$ cat src/rtl/uart_rx_byte_counter.sv
// 8N1 UART receiver with selectable baud rate, good-frame counter and
// sticky comparison against an externally supplied expected byte.
module uart_rx_byte_counter #(
  parameter int unsigned CLK_FREQ = 100_000_000,
  parameter int unsigned BAUD0    = 9600,
  parameter int unsigned BAUD1    = 19200,
  parameter int unsigned BAUD2    = 57600,
  parameter int unsigned BAUD3    = 115200
) (
  input  logic       clk,
  input  logic       reset,
  input  logic       rx,
  input  logic [1:0] speed,
  input  logic [7:0] expected_num,
  input  logic       clear,
  output logic [7:0] rx_data,
  output logic       rx_valid,
  output logic       frame_err,
  output logic       mismatch,
  output logic [7:0] byte_count,
  output logic       busy
);

  localparam int unsigned DIV0 = CLK_FREQ / BAUD0;
  localparam int unsigned DIV1 = CLK_FREQ / BAUD1;
  localparam int unsigned DIV2 = CLK_FREQ / BAUD2;
  localparam int unsigned DIV3 = CLK_FREQ / BAUD3;
  localparam int unsigned DIV_A = (DIV0 > DIV1) ? DIV0 : DIV1;
  localparam int unsigned DIV_B = (DIV2 > DIV3) ? DIV2 : DIV3;
  localparam int unsigned DIV_MAX = (DIV_A > DIV_B) ? DIV_A : DIV_B;
  localparam int unsigned CW = $clog2(DIV_MAX + 1);

  localparam logic [2:0] IDLE  = 3'd0;
  localparam logic [2:0] START = 3'd1;
  localparam logic [2:0] DATA  = 3'd2;
  localparam logic [2:0] STOP  = 3'd3;
  localparam logic [2:0] BRK   = 3'd4;

  logic          rx_meta_q, rx_s_q, rx_prev_q;
  logic [2:0]    state_q, state_d;
  logic [CW-1:0] cnt_q, cnt_d;
  logic [CW-1:0] div_q, div_d;
  logic [CW-1:0] div_sel, half;
  logic [2:0]    idx_q, idx_d;
  logic [7:0]    shift_q, shift_d;
  logic [7:0]    data_q, data_d;
  logic [7:0]    count_q, count_d;
  logic          valid_q, valid_d;
  logic          ferr_q, ferr_d;
  logic          mis_q, mis_d;
  logic          good;
  logic          half_hit, div_hit;

  always_comb begin
    unique case (speed)
      2'd0: div_sel = CW'(DIV0);
      2'd1: div_sel = CW'(DIV1);
      2'd2: div_sel = CW'(DIV2);
      2'd3: div_sel = CW'(DIV3);
    endcase
  end

  assign half     = div_q >> 1;
  assign half_hit = (cnt_q == half - CW'(1));
  assign div_hit  = (cnt_q == div_q - CW'(1));

  always_comb begin
    state_d = state_q;
    cnt_d   = cnt_q + CW'(1);
    div_d   = div_q;
    idx_d   = idx_q;
    shift_d = shift_q;
    data_d  = data_q;
    valid_d = 1'b0;
    ferr_d  = 1'b0;
    good    = 1'b0;
    unique case (state_q)
      IDLE: begin
        cnt_d = '0;
        // Speed is captured only here so a mid-frame change cannot disturb timing.
        if (rx_prev_q && !rx_s_q) begin
          div_d   = div_sel;
          state_d = START;
        end
      end
      START: begin
        if (half_hit) begin
          cnt_d   = '0;
          idx_d   = 3'd0;
          state_d = rx_s_q ? IDLE : DATA;
        end
      end
      DATA: begin
        if (div_hit) begin
          cnt_d          = '0;
          shift_d[idx_q] = rx_s_q;
          idx_d          = idx_q + 3'd1;
          if (idx_q == 3'd7) state_d = STOP;
        end
      end
      STOP: begin
        if (div_hit) begin
          cnt_d = '0;
          if (rx_s_q) begin
            good    = 1'b1;
            data_d  = shift_q;
            valid_d = 1'b1;
            state_d = IDLE;
          end else begin
            ferr_d  = 1'b1;
            state_d = BRK;
          end
        end
      end
      BRK: begin
        cnt_d = '0;
        if (rx_s_q) state_d = IDLE;
      end
      default: state_d = IDLE;
    endcase

    count_d = count_q;
    mis_d   = mis_q;
    if (clear) begin
      count_d = 8'h00;
      mis_d   = 1'b0;
    end else if (good) begin
      count_d = count_q + 8'd1;
      if (shift_q != expected_num) mis_d = 1'b1;
    end
  end

  always_ff @(posedge clk or negedge reset) begin
    if (!reset) begin
      rx_meta_q <= 1'b1;
      rx_s_q    <= 1'b1;
      rx_prev_q <= 1'b1;
      state_q   <= IDLE;
      cnt_q     <= '0;
      div_q     <= '0;
      idx_q     <= 3'd0;
      shift_q   <= 8'h00;
      data_q    <= 8'h00;
      count_q   <= 8'h00;
      valid_q   <= 1'b0;
      ferr_q    <= 1'b0;
      mis_q     <= 1'b0;
    end else begin
      rx_meta_q <= rx;
      rx_s_q    <= rx_meta_q;
      rx_prev_q <= rx_s_q;
      state_q   <= state_d;
      cnt_q     <= cnt_d;
      div_q     <= div_d;
      idx_q     <= idx_d;
      shift_q   <= shift_d;
      data_q    <= data_d;
      count_q   <= count_d;
      valid_q   <= valid_d;
      ferr_q    <= ferr_d;
      mis_q     <= mis_d;
    end
  end

  assign rx_data    = data_q;
  assign rx_valid   = valid_q;
  assign frame_err  = ferr_q;
  assign mismatch   = mis_q;
  assign byte_count = count_q;
  assign busy       = (state_q != IDLE);

endmodule

$ cat config.mk
export PLATFORM = sky130hd
export DESIGN_NAME = uart_rx_byte_counter
export DESIGN_NICKNAME = d
export VERILOG_FILES = /design/src/rtl/uart_rx_byte_counter.sv
export SDC_FILE = /design/constraint.sdc
export NUM_CORES = 1
export LEC_CHECK = 0
export ABC_AREA = 1
export ABC_CLOCK_PERIOD_IN_PS = 2800
export BUFFER_PORTS_ARGS = -buffer_cell sky130_fd_sc_hd__buf_2
export CAP_MARGIN = 20
export CORE_ASPECT_RATIO = 0.5
export CORE_MARGIN = 5
export CORE_UTILIZATION = 40
export DETAILED_ROUTE_END_ITERATION = 10
export GPL_ROUTABILITY_DRIVEN = 0
export PLACE_DENSITY = 0.54
export SYNTH_ARGS = -nofsm -noshare
export SYNTH_HDL_FRONTEND = slang
export SYNTH_SLANG_ARGS = --single-unit
export TNS_END_PERCENT = 100
$ cat constraint.sdc
create_clock -name clk -period 2.8 [get_ports clk]
set_input_delay 0.28 -clock clk [delete_from_list [all_inputs] [get_ports clk]]
set_output_delay 0.28 -clock clk [all_outputs]
set_load 0.01 [all_outputs]
Word-level counts from Yosys, hierarchy flattened
Index checks and enable logic that the tools add are counted.
{"block": "classes", "n_addsub": 5, "n_mux": 30, "order_cmp": 2, "reduce_logical": 17, "eq_ne": 17}
{"operator": "$pmux 14 s4", "n": 1}
{"operator": "$pmux 14 s3", "n": 1}
{"operator": "$eq 14x14->1", "n": 2}
{"operator": "$mux 14", "n": 2}
{"operator": "$mux 3", "n": 9}
{"operator": "$mux 8", "n": 2}
{"operator": "$pmux 3 s5", "n": 1}
{"operator": "$add 14x1->14 const B", "n": 1}
{"operator": "$sub 13x1->14 const B", "n": 1}
{"operator": "$sub 14x1->14 const B", "n": 1}
{"operator": "$ne 2x2->1 const B", "n": 6}
{"operator": "$mux 1", "n": 10}
{"operator": "$add 8x1->8 const B", "n": 1}
{"operator": "$bwmux 8", "n": 1}
{"operator": "$ne 8x8->1", "n": 1}
{"operator": "$eq 3x2->1 const B", "n": 2}
{"operator": "$eq 3x3->1 const B", "n": 2}
{"operator": "$pmux 3 s2", "n": 1}
{"operator": "$reduce_and 2->1", "n": 3}
{"operator": "$reduce_and 3->1", "n": 2}
{"operator": "$reduce_and 6->1", "n": 1}
{"operator": "$reduce_bool 2->1", "n": 3}
{"operator": "$eq 2x2->1 const B", "n": 2}
{"operator": "$lt 3x4->1 const B", "n": 1}
{"operator": "other kinds (12)", "n": 14}
{"block": "totals", "input_bits": 14, "out_inout_bits": 20, "register_bits": 64}

Longest topological paths before layout
{"block": "depth", "word_depth": 6, "ltp_mapped": 18}

Worst setup path before layout
Ideal clock, no wire load.
{"block": "synth_path", "path_type": "register to register", "startpoint": "register div_q[8]", "endpoint": "register data_q[6], in the netlist rx_data[6]", "n_path_buf": 3, "setup_time_ns": 0.119, "stages_incl_launch_ff": 19, "arrival_ns": 2.160, "slack_ns": 0.521, "required_time_ns": 2.681, "cell_sequence": "dfrtp_1 buf_2 inv_2 ha_1 buf_2 inv_2 nor2_1 nand3_1 nor2_1 nand2_1 nand3_1 nand2_1 inv_1 nand3b_1 nor2_4 nand2_4 buf_6 nand2_1 o21ai_2"}
{"block": "synth_via", "elab_chain_cells": 3}
{"item": "start, declared", "line_no": "42", "rtl": "logic [CW-1:0] div_q, div_d;"}
{"item": "start signal, assigned", "line_no": "154", "rtl": "div_q <= div_d;"}
{"item": "$sub 14x1->14", "line_no": "65", "rtl": "assign div_hit = (cnt_q == div_q - CW'(1));"}
{"item": "$eq 14x14->1", "line_no": "65"}
{"item": "$reduce_and 3->1 (no source line)"}
{"item": "end signal, assigned", "line_no": "157", "rtl": "data_q <= data_d;"}
{"item": "end, declared", "line_no": "46", "rtl": "logic [7:0] data_q, data_d;"}
No other way between the ends.
A chain may end at the register's enable or synchronous reset.

Worst setup path after layout
{"block": "layout_path", "startpoint": "register div_q[10]", "endpoint": "register count_q[5], in the netlist byte_count[5]"}
{"block": "layout_via", "elab_chain_cells": 5}
{"item": "$sub 14x1->14", "line_no": "65"}
{"item": "$eq 14x14->1", "line_no": "65"}
{"item": "$mux 1", "line_no": "102", "rtl": "if (div_hit) begin"}
{"item": "$mux 1", "line_no": "77", "rtl": "unique case (state_q)"}
{"item": "named net good", "line_no": "51", "rtl": "logic good;"}
{"item": "$reduce_bool 2->1 (no source line)"}
{"item": "end signal, assigned", "line_no": "158", "rtl": "count_q <= count_d;"}
{"item": "end, declared", "line_no": "47", "rtl": "logic [7:0] count_q, count_d;"}
The timed path passes the listed nets, and every way through them passes these cells.

==> key figures <==
Run status
  • Outcome: complete, no violations

STA
  • Slew margin rel.: 48.4%
  • Final hold violations: 0
  • Period minus WS final: 2.50 ns
  • Final Cycle Share: 89.4%
  • Setup TNS: 0 ns
  • Fin Clk Skew: 0.00794 ns
  • Fmax: 0.400 GHz
  • Worst slew pin tran: 0.775 ns
  • RSZ-0062 raised after global routing: false
  • Finish-stage setup viols: 0
  • Final number of max-transition violations: 0

Detailed routing
  • Via count: 3559
  • Drt wl/cell: 12.9 um
  • Final WL: 9550 um
  • Via/cell ratio: 4.81
  • Drt first-iter violations: 206
  • Remaining DRCs: 0
  • Drt pass-1 iters: 6
  • Post-route ant nets: 0

Job
  • Max_cap viols: 0

Power and ir drop
  • Seq pwr share: 31.4%
  • Net Sw Frac: 39.4%
  • Clock share of power: 31.6%
  • Internal power: 2150 uW
  • Switching power: 1400 uW
  • Leakage: 0.00231 uW
  • PwrDens: 777 nW/um^2
  • Combinational Power Share: 37.0%
  • Peak supply drop: 0.303 mV

Worst setup path
  • Critical path arrival: 2.77 ns
  • Critical R2R Capture: byte_count[5]$_DFFE_PN0P_
  • Slowest CP cell: dfrtp_1
  • Setup crit start: div_q[10]$_DFFE_PN0P_
  • CP Capture Type: flop
  • Critical path depth in cells: 16
  • R2r setup slk: 0.30 ns
  • Worst flop-to-flop path startpoint: div_q[10]$_DFFE_PN0P_
  • Worst-path fanout max: 22
  • Crit Path Class: reg -> reg
  • Worst Path Required: 3.07 ns
  • Setup crit end: byte_count[5]$_DFFE_PN0P_
  • Crit-path cells: inv_1, ha_2, inv_2, nor2_1, nand3_1, nor2_1, nand2_1, nand3_1, nand2_1, inv_1, nand3b_1, nor2_4, nand2_8, inv_2, nand3_1, nand2_1
  • Top delay family on crit path: simple AND/OR/NAND/NOR gates
  • CP Launch Type: flop
  • CP bufs+invs: 4
  • Critical Path Max Stage Delay: 0.37 ns
  • Worst r2r path cells: 16

Yosys
  • Largest family of logic cells by synthesized area: simple AND/OR/NAND/NOR gates
  • Compound-Gate Fraction of Synth Area: 5.25%
  • Synth Area in Simple Gates: 42.0%
  • Syn Nets: 583
  • Post-Synth XOR/XNOR Area: 3.79%
  • Syn_area_per_cell: 7.02 sq um
  • Seq/Total Area, Yosys: 37.7%
  • Mux contribution to synthesized area: 0%
  • Netlist Area Pre-Place: 3930 sq um
  • Yosys cell types: 39
  • Post-synth top area share: 35.6%
  • Register bit total from synthesis: 59
  • YS warnings: 0
  • Synth area leader: dfrtp_1
  • Dominant cells by area after synthesis: dfrtp_1, nand2_1, nand3_1, nor2_1, inv_1
  • Post-Synth Adder-Cell Area: 2.86%
  • Synth Instances: 560

Final layout
  • ANT cells: 0
  • Area Overhead vs Synth: 16.0%
  • Most frequent cells in the layout: nand2_1, nor2_1, inv_1
  • Most common cell after layout, fill and taps aside: nand2_1
  • Fraction of layout cells with a size suffix above 1: 16.9%
  • Layout net count: 623
  • Area of the multi-input gates: 2130 sq um
  • Post-layout util: 48.0%
  • Filler cells: 995
  • Register area: 1480 sq um

Floorplanning
  • Die W: 150 um
  • CORE AREA: 9510 sq um
  • Die area: 12000 sq um
  • I/O pin count: 34
  • Die Span Y: 80.1 um
  • Starting density of the core: 41.3%
  • Rows: 25

Global route
  • Largest net degree at the start of global routing: 60
  • Total GRT Usage: 17.1%
  • Global route overflow: 0
  • First-pass GRT wire length: 16200 um
  • Antenna violations before repair: 0
  • Vias in the first global route: 3360

CTS
  • Clock Tree Root: clkbuf_16
  • Post-cts hold buffer count: 0
  • Setup bufs post-CTS: 0
  • CTS H-tree depth: 3
  • Clock Sinks: 59
  • Post_cts resized: 0
  • CTS tree: built
  • Clock transition at path regs: 0.05 ns
  • Worst-Skew Late Latency: 0.33 ns
  • Deepest clock path buffer count: 2
  • Total CTS buffers: 9

Min path
  • Hold Crit Class: in -> reg

Place
  • Placed wire-length estimate: 7300 um
  • IO buf count: 33
[power by group through the flow]
stage / Clock, uW / Combinational (uW) / Sequential (uW)
floorplan: 0 / 1020 / 1080
global placement: 0 / 1300 / 1130
detailed placement: 0 / 1290 / 1130
CTS: 1150 / 1300 / 1110
global route: 1190 / 1500 / 1130
finish: 1120 / 1310 / 1110
[flip-flops by register name (all words and copies together), names as in the netlist, 3 cells and up]
register    cells
idx_q           3
div_q           9
shift_q         8
state_q         3
byte_count      8
cnt_q          14
rx_data         8
[cell type report]
cell class	instances	share of cell area (%)
Timing Repair Buffer	38	4.44
Inverter	73	6.01
Sequential cell	59	32.5
Clock buffer	12	5.62
Multi-Input combinational cell	419	46.7
Tap cell	135	3.70
Clock inverter	4	1.07
[how the worst min path moves through the flow]
stage / start / cells past startpoint / slack [ns] / end
final: rx / 1 / 0.05 / rx_meta_q$_DFF_PN1_
after global routing: rx / 1 / 0.04 / rx_meta_q$_DFF_PN1_
after CTS: rx / 1 / 0.04 / rx_meta_q$_DFF_PN1_
after detailed placement: rx_meta_q$_DFF_PN1_ / 0 / 0.35 / rx_s_q$_DFF_PN1_
after global placement: rx_meta_q$_DFF_PN1_ / 0 / 0.35 / rx_s_q$_DFF_PN1_
after floorplan: reset / 0 / -0.02 / byte_count[0]$_DFFE_PN0P_
[Yosys cell counts]
library cell  instances
clkbuf_1              3
nor2_4                3
nor3_1               10
nand3_1              62
a2111oi_0             1
o221a_2               1
nand4_1              13
nor2_1               75
nand2_4               1
nand3b_1              1
buf_1                 1
a21oi_1               5
nand2_1             150
nor4_1                1
nor3b_1               2
inv_1                66
o21ai_0              16
dfrtp_1              56
xnor2_1               2
nand2_2              16
o21bai_1              2
nand3_4               1
and3_1                1
o21ai_2               4
nor2_2                3
xor2_1               15
and2_4                3
a22oi_1               1
dfstp_2               3
inv_2                 6
clkinv_1              1
a31o_2                1
o21ai_1               3
buf_6                 3
ha_1                  9
or2_2                 2
nand3_2               4
buf_2                 2
nor2b_1              11
[per-layer routing]
layer	routed length, um	track usage [%]	up-vias	share of wire [%]
met3	544	4.79	9	5.7
li1	-	-	1862	-
met4	86	4.01	0	0.90
met2	4080	27.2	89	43
met1	4850	23.3	1599	51
met5	0	0	-	0
[cell families after synthesis]
group	Yosys count
DFF	59
xor gates and xnor gates	17
AOI/OAI and AO/OA	34
adders and majority gates	9
and+or+nand+nor	359
buffers and inverters	82
[through the flow]
step	setup slack (ns)	std cells	total power (uW)	instance area, sq um	hold slack [ns]
4_1_cts	0.206	740	3570	4550	0.0389
5_1_grt	0.0282	740	3830	4560	0.0373
3_5_place_dp	0.215	724	2420	4240	0.347
2_1_floorplan	0.521	560	2100	3930	-0.0156
3_3_place_gp	0.303	724	2420	4240	0.346
6_report	0.297	740	3550	4560	0.0534
Power figures use the tool's default switching activity.
